--- src/rtl/hsmc_tx_arbiter.sv ---
// Round-robin arbiter and burst sequencer for the shared HSMC TX bus.
// One requester at a time streams its burst with a frame strobe; stalled bursts are aborted.
module hsmc_tx_arbiter #(
  parameter int          N_REQ      = 4,
  parameter int          LEN_W      = 8,
  parameter int          GAP_CYCLES = 2,
  parameter int          TIMEOUT    = 64,
  parameter logic [15:0] IDLE_WORD  = 16'h0000
) (
  input  logic                   OSC_50_B8A,
  input  logic                   RESET,
  input  logic [N_REQ-1:0]       REQ,
  input  logic [N_REQ*LEN_W-1:0] REQ_LEN,
  input  logic [N_REQ*16-1:0]    IN_DATA,
  input  logic [N_REQ-1:0]       IN_VALID,
  output logic [N_REQ-1:0]       IN_READY,
  output logic [N_REQ-1:0]       GNT,
  output logic [15:0]            TX_DATA,
  output logic                   TX_FRAME,
  output logic                   BUSY,
  output logic                   ABORT
);

  localparam int IW = $clog2(N_REQ);
  localparam int SW = (TIMEOUT > 0) ? $clog2(TIMEOUT + 1) : 1;

  typedef enum logic [1:0] {IDLE, XFER, GAP} state_t;

  // With no gap configured a finished burst returns straight to arbitration.
  localparam state_t POST_BURST = (GAP_CYCLES == 0) ? IDLE : GAP;

  state_t           state;
  logic [IW-1:0]    ptr;
  logic [IW-1:0]    gidx;
  logic [IW-1:0]    winner;
  logic [LEN_W-1:0] len;
  logic [LEN_W-1:0] cnt;
  logic [SW-1:0]    stall_cnt;
  logic [3:0]       gap_cnt;

  // Scan offsets from the top down so the set bit closest to ptr is written last.
  always_comb begin
    winner = ptr;
    for (int i = N_REQ - 1; i >= 0; i--) begin
      if (REQ[(int'(ptr) + i) % N_REQ]) winner = IW'((int'(ptr) + i) % N_REQ);
    end
  end

  always_ff @(posedge OSC_50_B8A or posedge RESET) begin
    if (RESET) begin
      state     <= IDLE;
      GNT       <= '0;
      TX_DATA   <= IDLE_WORD;
      TX_FRAME  <= 1'b0;
      ABORT     <= 1'b0;
      ptr       <= '0;
      gidx      <= '0;
      len       <= '0;
      cnt       <= '0;
      stall_cnt <= '0;
      gap_cnt   <= '0;
    end else begin
      TX_DATA  <= IDLE_WORD;
      TX_FRAME <= 1'b0;
      ABORT    <= 1'b0;
      case (state)
        IDLE: begin
          if (|REQ) begin
            GNT       <= N_REQ'(1) << winner;
            gidx      <= winner;
            len       <= REQ_LEN[int'(winner)*LEN_W +: LEN_W];
            cnt       <= '0;
            stall_cnt <= '0;
            ptr       <= (winner == IW'(N_REQ - 1)) ? '0 : winner + 1'b1;
            state     <= XFER;
          end
        end
        XFER: begin
          if (IN_VALID[gidx]) begin
            TX_DATA   <= IN_DATA[int'(gidx)*16 +: 16];
            TX_FRAME  <= 1'b1;
            cnt       <= cnt + 1'b1;
            stall_cnt <= '0;
            if (cnt == len) begin
              GNT     <= '0;
              gap_cnt <= '0;
              state   <= POST_BURST;
            end
          end else if (TIMEOUT != 0 && stall_cnt == SW'(TIMEOUT)) begin
            ABORT     <= 1'b1;
            GNT       <= '0;
            stall_cnt <= '0;
            gap_cnt   <= '0;
            state     <= POST_BURST;
          end else begin
            stall_cnt <= stall_cnt + 1'b1;
          end
        end
        GAP: begin
          if (gap_cnt == 4'(GAP_CYCLES - 1)) begin
            gap_cnt <= '0;
            state   <= IDLE;
          end else begin
            gap_cnt <= gap_cnt + 1'b1;
          end
        end
        default: state <= IDLE;
      endcase
    end
  end

  assign BUSY     = (state != IDLE);
  assign IN_READY = GNT & {N_REQ{state == XFER}};

endmodule

--- config.mk ---
export PLATFORM = sky130hd
export DESIGN_NAME = hsmc_tx_arbiter
export DESIGN_NICKNAME = d
export VERILOG_FILES = /design/src/rtl/hsmc_tx_arbiter.sv
export SDC_FILE = /design/constraint.sdc
export NUM_CORES = 1
export LEC_CHECK = 0
export CORE_MARGIN = 2
export CORE_UTILIZATION = 43
export DETAILED_ROUTE_END_ITERATION = 6
export HOLD_SLACK_MARGIN = 0.05
export PLACE_DENSITY = 0.8
export SYNTH_ARGS = -nofsm -noshare
export SYNTH_HDL_FRONTEND = slang
export SYNTH_SLANG_ARGS = --single-unit
--- constraint.sdc ---
create_clock -name OSC_50_B8A -period 2.36 [get_ports OSC_50_B8A]
set_input_delay 0.472 -clock OSC_50_B8A [delete_from_list [all_inputs] [get_ports OSC_50_B8A]]
set_output_delay 0.472 -clock OSC_50_B8A [all_outputs]
set_load 0.1 [all_outputs]
==> Implementation_results.wiki, run 1 <==
{| class="wikitable"
! Metric !! Value
|-
| Routed wirelength normalized by instance count || 15.9 um
|-
| Reg2reg path depth || 5
|-
| Leading cell type in the layout, fill and taps excluded || sky130_fd_sc_hd__clkdlybuf4s50_1
|-
| Crit path max fanout || 9
|-
| Share of flip-flops with an asynchronous set or reset || 100%
|-
| Maximum clock frequency || 0.458 GHz
|-
| 1st-iter DRT viols || 166
|-
| Launch point of the worst hold path || stall_cnt[6]
|-
| Run status || completed
|-
| Setup slack of the most critical reg-to-reg path || 0.26 ns
|-
| Clock sink total || 55
|-
| Slew headroom || 64.4%
|-
| IO Pins || 133
|-
| Root Buffer || sky130_fd_sc_hd__clkbuf_8
|-
| Crit path largest cell delay || 0.54 ns
|-
| Basic-gate share of the synthesized area counting and, or, nand and nor cells || 16.8%
|-
| Placed Cells || 536
|-
| Worst path top cell family by delay || compound AO/OA/AOI/OAI gates
|-
| Hold endpoint || stall_cnt[6]
|-
| Setup Total Neg Slack || 0 ns
|-
| Number of setup buffers added after CTS || 0
|-
| Sum of routed wire length over all layers || 8660 um
|-
| Maximum number of pins on one net before global-route repair || 56
|-
| Core region area || 0.00725 sq mm
|-
| Die boundary width || 90.6 um
|-
| Maximum level of the CTS H-tree || 2
|-
| VDD IR-drop max || 900 uV
|-
| Final cycle utilization of the critical path || 92.4%
|-
| Seq/Total Area, Yosys || 42.7%
|-
| DPL Wire Length || 6950 um
|-
| Vias post-DR || 2914
|-
| TritonCTS clock tree || yes
|-
| Final core utilization || 67.4%
|-
| Placer's final routability congestion estimate || 0.785
|-
| Count of nets left with antenna violations after detail routing || 0
|-
| Starting density of the core || 44.5%
|-
| Path type of the worst min-delay path || reg -> reg
|-
| Reg2reg end || len[6]
|-
| Total CTS buffers || 5
|-
| Non-filler cells in the finished layout || 544
|-
| Number of vias per cell || 5.36
|-
| First-pass GRT wire length || 14800 um
|-
| Most common flop cell mapped by yosys || sky130_fd_sc_hd__dfrtp_1
|-
| Via count of the first global-routing pass || 3093
|-
| Source-to-sink clock delay at the later pin of the worst-skew pair || 0.30 ns
|-
| All-layer global routing usage || 22.0%
|-
| Data required time of the critical path || 2.55 ns
|-
| Number of placement rows || 31
|-
| Signed area change from the synthesized netlist to the final layout || 51.6%
|-
| Flip-flop and latch count after synthesis || 55
|-
| Clock-pin slew reported for the worst setup and hold paths after clock tree synthesis || 0.09 ns
|-
| Detailed-route DRC error count || 0
|-
| Setup repair after global routing missed its margin || false
|-
| Warnings, synthesis || 0
|-
| Lkg Pwr || 2.19 nW
|-
| Number of endpoints failing setup at the final stage || 0
|-
| Combinational family with the most area after synthesis || simple AND/OR/NAND/NOR gates
|-
| Buf+Inv Stages, Crit Path || 1
|-
| Commonest cells after routing, fill and taps aside || 105 x sky130_fd_sc_hd__clkdlybuf4s50_1, 55 x sky130_fd_sc_hd__dfrtp_1, 51 x sky130_fd_sc_hd__buf_4
|-
| Number of gates resized after CTS || 0
|-
| Maximum buffer depth of the clock tree || 2
|-
| Synthesized Nets || 406
|-
| Final-layout fill cell count || 540
|-
| PwrDens || 1180 mW/mm^2
|-
| Max-slew violations || 0
|-
| Antenna diodes || 0
|-
| Share of synthesized cell area in full adder, half adder and majority cells || 2.72%
|-
| Die Footprint || 0.00821 sq mm
|-
| Class of the most critical setup path || in -> reg
|-
| Reg-to-reg startpoint || ptr[1]
|-
| Number of optimization iterations in the first detailed-route pass || 4
|-
| Worst setup EP type || register
|-
| Overall overflow remaining after global route || 0
|-
| Mux contribution to synthesized area || 15.3%
|-
| Unique cell type count in the Yosys netlist || 57
|-
| Final hold viol count || 0
|-
| Slew at the pin closest to its max-slew limit || 0.530 ns
|-
| Crit path time final || 2.18 ns
|-
| Number of standard cells after synthesis || 293
|-
| Port-buffer cells || 132
|-
| Share of the synthesized netlist area taken by xor and xnor gates || 3.26%
|-
| # Max-Cap Violations || 0
|-
| Area fraction in compound gates after synthesis || 14.9%
|-
| Nets || 557
|-
| Number of flops mapped to enable cells by yosys || 0
|-
| Max Clock Skew || 0.00998 ns
|-
| Syn Area/Cell || 11.0 sq um
|-
| Cell with the biggest individual delay on the critical path || sky130_fd_sc_hd__clkdlybuf4s50_1
|-
| Post-synthesis instance area || 0.00323 sq mm
|-
| Cell breakdown of the critical path || clkdlybuf4s50_1 > nor2b_2 > a2111o_1 > nand2_4 > mux2_2 > a221o_1
|-
| Die extent in y || 90.6 um
|-
| Critical path launch point type || primary input
|-
| Hold_buf cts || 0
|-
| Number of antenna violations at the first check in global routing || 0
|-
| Hold path cells || 1
|-
| Share of layout cells above drive strength 1 || 23.8%
|-
| Signal arrival time at the worst endpoint || 2.38 ns
|}
## metrics by stage
| step | setup slack (ns) | hold slack, ns | cell area, sq um | power [mW] |
|---|---|---|---|---|
| after floorplan | 0.106 | 0.438 | 3230 | 4.15 |
| after global placement | -0.0759 | 0.461 | 4790 | 5.13 |
| after detailed placement | -0.147 | 0.468 | 4790 | 5.22 |
| after CTS | 0.178 | 0.486 | 4890 | 5.78 |
| after global routing | 0.0723 | 0.516 | 4890 | 6.08 |
| final | 0.178 | 0.485 | 4890 | 5.75 |
## layer usage
metal	GRT usage (%)	wire length, um	vias to the layer above
li1	-	-	1386
met1	27.7	3670	1411
met2	39.6	4450	104
met3	4.17	434	13
met4	4.62	108	0
met5	0	0	-
## worst max path at each step
stage	startpoint	slack [ns]	cells after the start	to
2_1_floorplan	GNT[2]	0.11	1	IN_READY[2]
3_3_place_gp	REQ[3]	-0.08	6	len[4]
3_5_place_dp	REQ[3]	-0.15	6	len[6]
4_1_cts	REQ[3]	0.18	6	len[6]
5_1_grt	REQ[3]	0.07	7	len[2]
6_report	REQ[3]	0.18	6	len[6]
## cells by family after synthesis
group                    count (synthesis)
adder cells (fa/ha/maj)                  7
flip-flops                              55
AND/OR/NAND/NOR                         99
buffers and inverters                   28
XOR/XNOR                                12
multiplexers                            27
AO/OA/AOI/OAI                           65
## flip-flops by register name (all words and copies together) (netlist names)
register and cells:
GNT 4, ABORT 1, len 8, gap_cnt 4, TX_DATA 16, cnt 8, TX_FRAME 1, gidx 2
stall_cnt 7, state 2, ptr 2
## synthesized netlist by cell type, types with 2 or more instances
library cell / n / area, sq um
sky130_fd_sc_hd__mux4_2: 17 / 383
sky130_fd_sc_hd__o31ai_1: 3 / 22.5
sky130_fd_sc_hd__o211ai_1: 2 / 15.0
sky130_fd_sc_hd__and2_1: 5 / 31.3
sky130_fd_sc_hd__a21o_1: 2 / 15.0
sky130_fd_sc_hd__a221o_1: 8 / 80.1
sky130_fd_sc_hd__ha_1: 7 / 87.6
sky130_fd_sc_hd__nand2_4: 2 / 22.5
sky130_fd_sc_hd__xnor2_1: 3 / 26.3
sky130_fd_sc_hd__buf_6: 3 / 33.8
sky130_fd_sc_hd__and3_1: 18 / 113
sky130_fd_sc_hd__nor2b_1: 5 / 31.3
sky130_fd_sc_hd__buf_2: 4 / 20.0
sky130_fd_sc_hd__clkbuf_1: 8 / 30.0
sky130_fd_sc_hd__inv_1: 10 / 37.5
sky130_fd_sc_hd__or2_2: 3 / 18.8
sky130_fd_sc_hd__o2bb2ai_1: 2 / 17.5
sky130_fd_sc_hd__a22o_1: 3 / 26.3
sky130_fd_sc_hd__nor3_1: 2 / 10.0
sky130_fd_sc_hd__nand2_1: 18 / 67.6
sky130_fd_sc_hd__mux2i_1: 2 / 20.0
sky130_fd_sc_hd__a21oi_1: 9 / 45.0
sky130_fd_sc_hd__nand3_1: 12 / 60.1
sky130_fd_sc_hd__o21ai_0: 19 / 95.1
sky130_fd_sc_hd__dfrtp_1: 55 / 1380
sky130_fd_sc_hd__nor4_1: 3 / 18.8
sky130_fd_sc_hd__nand4_1: 6 / 37.5
sky130_fd_sc_hd__xor2_1: 9 / 78.8
sky130_fd_sc_hd__mux2_2: 8 / 90.1
sky130_fd_sc_hd__nor2_1: 17 / 63.8
sky130_fd_sc_hd__o21bai_1: 2 / 15.0
## cell type report
cell class | instances | area [sq um] | share of cell area [%]
repair buffers | 161 | 1530 | 31.4
inverters | 11 | 43.8 | 0.896
flip-flops and latches | 55 | 1380 | 28.2
well taps | 99 | 124 | 2.53
clock buffers | 8 | 100 | 2.05
multi-input cells | 210 | 1710 | 35.0
## power by group
group | internal (mW) | leakage [nW] | total [mW] | switching, mW
Sequential | 1.26 | 0.725 | 1.49 | 0.232
Combinational | 1.40 | 1.41 | 3.70 | 2.30
Clock | 0.268 | 0.0515 | 0.556 | 0.287
Total | 2.92 | 2.19 | 5.75 | 2.82
Note: power is estimated with default switching activity, not from simulation.
==> run 2, diff against run 1 <==
- TNS_END_PERCENT: default -> 20
==> results of run 2 <==
Same layout as run 1: the final DEF is identical, and so are final timing and power.
